===== config.mk =====
export PLATFORM = sky130hd
export DESIGN_NAME = fmc_bram_arb
export DESIGN_NICKNAME = d
export VERILOG_FILES = /design/src/rtl/fmc_bram_arb_pkg.sv /design/src/rtl/fmc_bram_arb_rtn.sv /design/src/rtl/fmc_bram_arb.sv
export SDC_FILE = /design/constraint.sdc
export NUM_CORES = 1
export LEC_CHECK = 0
export CAP_MARGIN = 20
export CELL_PAD_IN_SITES_DETAIL_PLACEMENT = 0
export CELL_PAD_IN_SITES_GLOBAL_PLACEMENT = 1
export CORE_MARGIN = 2
export CORE_UTILIZATION = 28
export CTS_CLUSTER_DIAMETER = 100
export DETAILED_ROUTE_END_ITERATION = 8
export PLACE_DENSITY_LB_ADDON = 0.05
export SETUP_SLACK_MARGIN = 0.3
export SKIP_CTS_REPAIR_TIMING = 1
export SYNTH_ARGS = -nofsm -noshare
export SYNTH_HDL_FRONTEND = slang
export SYNTH_SLANG_ARGS = --single-unit
export TNS_END_PERCENT = 50

===== constraint.sdc =====
create_clock -name clk -period 2.4 [get_ports clk]
set_clock_uncertainty 0.1 [all_clocks]
set_input_delay 0.36 -clock clk [delete_from_list [all_inputs] [get_ports clk]]
set_output_delay 0.36 -clock clk [all_outputs]
set_load 0.02 [all_outputs]

===== src/rtl/fmc_bram_arb_pkg.sv =====
// Shared types and limits for the FMC / internal-logic BRAM arbiter.
package fmc_bram_arb_pkg;

  // Requester identity, carried with every read down the return pipeline.
  typedef enum logic {
    REQ_FMC = 1'b0,
    REQ_INT = 1'b1
  } req_id_t;

  // One slot of the return pipeline.
  typedef struct packed {
    logic    valid;
    req_id_t id;
  } rtn_ent_t;

  // Deepest BRAM read latency the return pipeline is meant to cover.
  localparam int RD_LAT_MAX = 4;

endpackage


===== src/rtl/fmc_bram_arb_rtn.sv =====
// Read-return pipeline: tracks which requester owns each in-flight read and
// steers bram_dout to that requester when the read data is valid.
module fmc_bram_arb_rtn
  import fmc_bram_arb_pkg::*;
#(
  parameter int DATA_W = 16,
  parameter int RD_LAT = 1
) (
  input  logic              clk,
  input  logic              rst_n,
  input  logic              push_vld_i,
  input  req_id_t           push_id_i,
  input  logic [DATA_W-1:0] bram_dout_i,
  output logic              m0_rvalid_o,
  output logic [DATA_W-1:0] m0_rdata_o,
  output logic              m1_rvalid_o,
  output logic [DATA_W-1:0] m1_rdata_o
);

  // Slot 0 is loaded on the grant edge; slot RD_LAT lines up with bram_dout.
  rtn_ent_t [RD_LAT:0] pipe_q;
  rtn_ent_t [RD_LAT:0] pipe_d;
  rtn_ent_t            push_ent;
  rtn_ent_t            head;

  // Build the entry for this cycle's grant and shift it in at the bottom.
  always_comb begin
    push_ent.valid = push_vld_i;
    push_ent.id    = push_id_i;
    pipe_d         = {pipe_q[RD_LAT-1:0], push_ent};
  end

  // Pipeline register; reset drops every in-flight read.
  always_ff @(posedge clk or negedge rst_n) begin
    if (!rst_n) begin
      pipe_q <= '0;
    end else begin
      pipe_q <= pipe_d;
    end
  end

  assign head = pipe_q[RD_LAT];

  // Demux the returning data; the requester not addressed sees zero.
  always_comb begin
    m0_rvalid_o = head.valid && (head.id == REQ_FMC);
    m1_rvalid_o = head.valid && (head.id == REQ_INT);
    m0_rdata_o  = m0_rvalid_o ? bram_dout_i : '0;
    m1_rdata_o  = m1_rvalid_o ? bram_dout_i : '0;
  end

endmodule


===== src/rtl/fmc_bram_arb.sv =====
// Two-requester arbiter sharing one single-port BRAM between the FMC slave
// (requester 0, default priority) and internal logic (requester 1), with a
// starvation bound for requester 1 and the FMC wait output.
module fmc_bram_arb
  import fmc_bram_arb_pkg::*;
#(
  parameter int ADDR_W     = 12,
  parameter int DATA_W     = 16,
  parameter int RD_LAT     = 1,
  parameter int STARVE_MAX = 8
) (
  input  logic                clk,
  input  logic                rst_n,
  input  logic                m0_req,
  input  logic [ADDR_W-1:0]   m0_addr,
  input  logic [DATA_W/8-1:0] m0_we,
  input  logic [DATA_W-1:0]   m0_wdata,
  output logic                m0_gnt,
  output logic                m0_rvalid,
  output logic [DATA_W-1:0]   m0_rdata,
  input  logic                m1_req,
  input  logic [ADDR_W-1:0]   m1_addr,
  input  logic [DATA_W/8-1:0] m1_we,
  input  logic [DATA_W-1:0]   m1_wdata,
  output logic                m1_gnt,
  output logic                m1_rvalid,
  output logic [DATA_W-1:0]   m1_rdata,
  output logic                bram_en,
  output logic [DATA_W/8-1:0] bram_we,
  output logic [ADDR_W-1:0]   bram_addr,
  output logic [DATA_W-1:0]   bram_din,
  input  logic [DATA_W-1:0]   bram_dout,
  output logic                fmc_nwait
);

  localparam int         BE_W       = DATA_W / 8;
  localparam logic [7:0] STARVE_LIM = 8'(STARVE_MAX);

  logic              req0, req1;
  logic              gnt0, gnt1, gnt_any;
  logic [ADDR_W-1:0] sel_addr;
  logic [BE_W-1:0]   sel_we;
  logic [DATA_W-1:0] sel_wdata;

  logic [7:0]        starve_q, starve_d;
  logic              bram_en_q, bram_en_d;
  logic [BE_W-1:0]   bram_we_q, bram_we_d;
  logic [ADDR_W-1:0] bram_addr_q, bram_addr_d;
  logic [DATA_W-1:0] bram_din_q, bram_din_d;

  // Requests are masked during reset so no command is accepted and then lost;
  // this also keeps fmc_nwait high while reset is asserted.
  assign req0 = m0_req & rst_n;
  assign req1 = m1_req & rst_n;

  // Grant: requester 0 wins unless requester 1 has waited STARVE_MAX cycles.
  always_comb begin
    gnt1      = req1 && (!req0 || (starve_q == STARVE_LIM));
    gnt0      = req0 && !gnt1;
    gnt_any   = gnt0 | gnt1;
    sel_addr  = gnt1 ? m1_addr  : m0_addr;
    sel_we    = gnt1 ? m1_we    : m0_we;
    sel_wdata = gnt1 ? m1_wdata : m0_wdata;
  end

  assign m0_gnt    = gnt0;
  assign m1_gnt    = gnt1;
  assign fmc_nwait = !(req0 && !gnt0);

  // Starvation counter: counts consecutive denied cycles, saturating at the limit.
  always_comb begin
    starve_d = starve_q;
    if (!req1 || gnt1) begin
      starve_d = '0;
    end else if (starve_q != STARVE_LIM) begin
      starve_d = starve_q + 8'd1;
    end
  end

  // BRAM command next-state: load the winner, otherwise idle with address/data held.
  always_comb begin
    bram_en_d   = gnt_any;
    bram_we_d   = gnt_any ? sel_we    : '0;
    bram_addr_d = gnt_any ? sel_addr  : bram_addr_q;
    bram_din_d  = gnt_any ? sel_wdata : bram_din_q;
  end

  // Control and command registers.
  always_ff @(posedge clk or negedge rst_n) begin
    if (!rst_n) begin
      starve_q    <= '0;
      bram_en_q   <= 1'b0;
      bram_we_q   <= '0;
      bram_addr_q <= '0;
      bram_din_q  <= '0;
    end else begin
      starve_q    <= starve_d;
      bram_en_q   <= bram_en_d;
      bram_we_q   <= bram_we_d;
      bram_addr_q <= bram_addr_d;
      bram_din_q  <= bram_din_d;
    end
  end

  assign bram_en   = bram_en_q;
  assign bram_we   = bram_we_q;
  assign bram_addr = bram_addr_q;
  assign bram_din  = bram_din_q;

  fmc_bram_arb_rtn #(
    .DATA_W(DATA_W),
    .RD_LAT(RD_LAT)
  ) u_rtn (
    .clk        (clk),
    .rst_n      (rst_n),
    .push_vld_i (gnt_any && (sel_we == '0)),
    .push_id_i  (gnt1 ? REQ_INT : REQ_FMC),
    .bram_dout_i(bram_dout),
    .m0_rvalid_o(m0_rvalid),
    .m0_rdata_o (m0_rdata),
    .m1_rvalid_o(m1_rvalid),
    .m1_rdata_o (m1_rdata)
  );

endmodule


==> impl_metrics.py <==
metrics = {
    "worst_setup_path": {
        "crit_fanout": 3,
        "crit_type": "register to output pin",
        "cp.arrival_ps": 1800,
        "cp-start-kind": "register",
        "worstPathRequired_ps": 1940,
        "endpoint_kind": "output pin",
    },
    "timing": {
        "rsz0062_at_grt": "yes",
        "hold_violations": 0,
        "fmax_mhz": 443,
        "setup_viol": 0,
        "maxSlewViolCount": 0,
        "fin_crit_ps": 2260,
        "fin_crit_sh_pct": 94.1,
        "tightest_slew_ps": 445,
        "slew_headroom_pct": 70.3,
    },
    "clock_tree": {
        "cts.clk_slew.worst_paths_ps": 80,
        "clockBufferDepth": 2,
        "cts-root-buf": "clkbuf_8",
        "cts_tree": "done",
        "cts_sinks": 43,
        "clkLatencyLatePin_ps": 300,
        "cts-buffers-inserted": 5,
        "htree_levels": 2,
    },
    "finish": {
        "final-seq-area_sq_mm": 0.00108,
        "drive_gt1_share_pct": 10.3,
        "syn_to_final_growth_pct": 69.8,
        "layout.cells.non_filler": 589,
        "nFillCells": 946,
        "multi_input_area_sq_mm": 0.00145,
        "final_core_util_pct": 48.5,
        "antenna_cells": 0,
        "finalNetCount": 537,
    },
    "placed_design": {
        "io_buffers": 147,
        "gp_congestion": 0.793,
        "dp_hpwl_um": 6890,
        "dp.cells": 578,
    },
    "synth": {
        "synth_xor_xnor_area_share_pct": 0.950,
        "synth_top_family_by_area": "simple AND/OR/NAND/NOR gates",
        "netlist_area_sq_mm": 0.00277,
        "synth-seq-cells": 43,
        "synth_fa_ha_area_share_pct": 0.905,
        "synth_compound_area_share_pct": 22.7,
        "avgSynthCellArea_sq_um": 9.10,
        "yosys.area_share.simple_pct": 27.2,
        "post_synth_num_cell_types": 36,
        "yosys_warnings": 0,
        "syn_inst": 304,
        "muxShareOfSynthArea_pct": 0,
        "ys_seq_area_share_pct": 38.9,
        "synth_fp_nets": 386,
    },
    "floorplan": {
        "dieHeight_um": 103,
        "boundaryPins": 148,
        "num_rows": 36,
        "fp.dieW_um": 103,
        "die_area_sq_mm": 0.0107,
        "start_util_pct": 28.6,
        "coreArea_sq_mm": 0.00968,
    },
    "grt": {
        "antenna_found_initial": 0,
        "grt_pass1_wl_um": 14600,
        "overflow": 0,
        "grt_start_max_net_pins": 39,
        "grt_pass1_vias": 2930,
        "grtUsageTotal_pct": 17.7,
    },
    "routing": {
        "drc": 0,
        "viasPerCell": 5.16,
        "post_drt_wl_per_cell_um": 16.7,
        "first_pass_iters": 4,
        "vias": 3037,
        "drt_iter0_markers": 77,
        "drt_wl_total_um": 9860,
        "ant_nets": 0,
    },
    "outcome": {
        "status": "completed",
    },
    "pwr": {
        "power.leakage_nw": 2.50,
        "vdd.ir_drop.worst_mv": 0.219,
        "power_density_mw_per_mm2": 463,
    },
    "run": {
        "drv_cap": 0,
    },
    "worst_hold_path": {
        "hold_class": "input pin to asynchronous set/reset pin",
    },
}
==> worst paths after layout <==
check	startpoint	to	slack (ps)	depth (start not counted)
min in group clk	u_rtn.pipe_d[3]	u_rtn.head[1]	260	0
worst max register to register	starve_q[0]	bram_din[12]	370	6
worst min-delay path	rst_n	starve_q[1]	10	2
worst max-delay path	starve_q[0]	fmc_nwait	140	6
max in group asynchronous	rst_n	bram_addr[6]	1630	2
worst min register to register	u_rtn.pipe_d[3]	u_rtn.head[1]	260	0
==> critical path, stage by stage, from the launching register on <==
cell	delay [ps]
dfrtp_1	390
inv_1	60
ha_1	170
or4b_4	500
nor3_4	150
nand2_2	90
buf_6	140
==> logic make-up (layout without fill, tap and decap cells) <==
| group | after synthesis | after routing |
|---|---|---|
| buf+inv | 62 | 214 |
| fa+ha+maj | 2 | 2 |
| xor+xnor | 3 | 3 |
| flops | 43 | 43 |
| compound gates | 72 | 72 |
| simple gates | 122 | 122 |
==> registers in the layout (all words and copies together) (netlist names) <==
name / count
bram_addr: 12
bram_en: 1
u_rtn.pipe_d: 2
starve_q: 8
u_rtn.head: 2
bram_din: 16
bram_we: 2
==> per-layer routing <==
metal | track usage [%] | wire (um)
met5 | 0 | 0
met4 | 3.64 | 72
met3 | 4.10 | 766
met2 | 31.6 | 4860
met1 | 21.9 | 4160
==> synthesized netlist by cell type <==
master	n	area, sq um
buf_2	4	20.0
a31oi_1	1	6.26
ha_1	2	25.0
nor4b_2	1	15.0
nand2_1	36	135
a21oi_1	4	20.0
o221ai_1	28	245
a32o_1	1	10.0
o22ai_1	2	12.5
xnor2_1	1	8.76
o21ai_0	4	20.0
buf_6	3	33.8
nor3_1	1	5.00
nor3_4	1	16.3
inv_1	32	120
buf_1	1	3.75
o211ai_1	1	7.51
dfrtp_1	43	1080
clkbuf_1	22	82.6
nand2b_1	1	6.26
nor2b_1	1	6.26
nand4_1	1	6.26
and3_1	17	106
nand4b_1	28	245
a21oi_2	1	8.76
a31o_2	1	8.76
a221o_1	28	280
and2_1	19	119
or3_1	3	18.8
nor2_1	6	22.5
o21a_1	1	7.51
nor3b_1	1	7.51
xor2_1	2	17.5
nand3_1	4	20.0
or4b_4	1	13.8
or3b_2	1	8.76
==> power breakdown <==
part	switching (mW)	internal [mW]	total, mW
logic	0.339	0.395	0.734
clock network	0.267	0.337	0.605
registers	0.0407	0.799	0.839
==> layout make-up <==
cell class | instances | area share, %
Sequential cell | 43 | 22.9
Clock buffer | 6 | 1.76
Multi-Input combinational cell | 199 | 30.9
Timing Repair Buffer | 174 | 37.6
Clock inverter | 2 | 0.746
Inverter | 32 | 2.56
Tap cell | 133 | 3.54
==> per-stage QoR <==
step | TNS (ps) | hold WS [ps] | worst slack, ps | area, sq um | power [mW]
final | 0 | 10.2 | 141 | 4700 | 2.18
after global routing | 0 | 1.24 | 31.2 | 4700 | 2.31
after CTS | -628 | -229 | -250 | 4580 | 2.21
after detailed placement | 0 | 102 | 13.7 | 4460 | 1.59
after global placement | 0 | 104 | 21.2 | 4460 | 1.59
after floorplan | 0 | -35.6 | 358 | 2770 | 1.18
==> cell usage in the layout (no fill, tap or decap), types with 2 or more instances in the layout <==
master           synthesis  routed
o21ai_0                  4       4
ha_1                     2       2
buf_2                    4       2
or3_1                    3       3
o22ai_1                  2       2
nand3_1                  4       4
nor2_1                   6       6
and2_1                  19      19
inv_1                   32      32
nand2_1                 36      35
a221o_1                 28      28
xor2_1                   2       2
dlymetal6s2s_1           0      30
buf_4                    0      25
nand4b_1                28      28
dfrtp_1                 43      43
clkbuf_8                 0       6
a21oi_1                  4       4
buf_12                   0       2
clkdlybuf4s50_1          0     113
and3_1                  17      17
o221ai_1                28      28
Power figures use the tool's default switching activity.
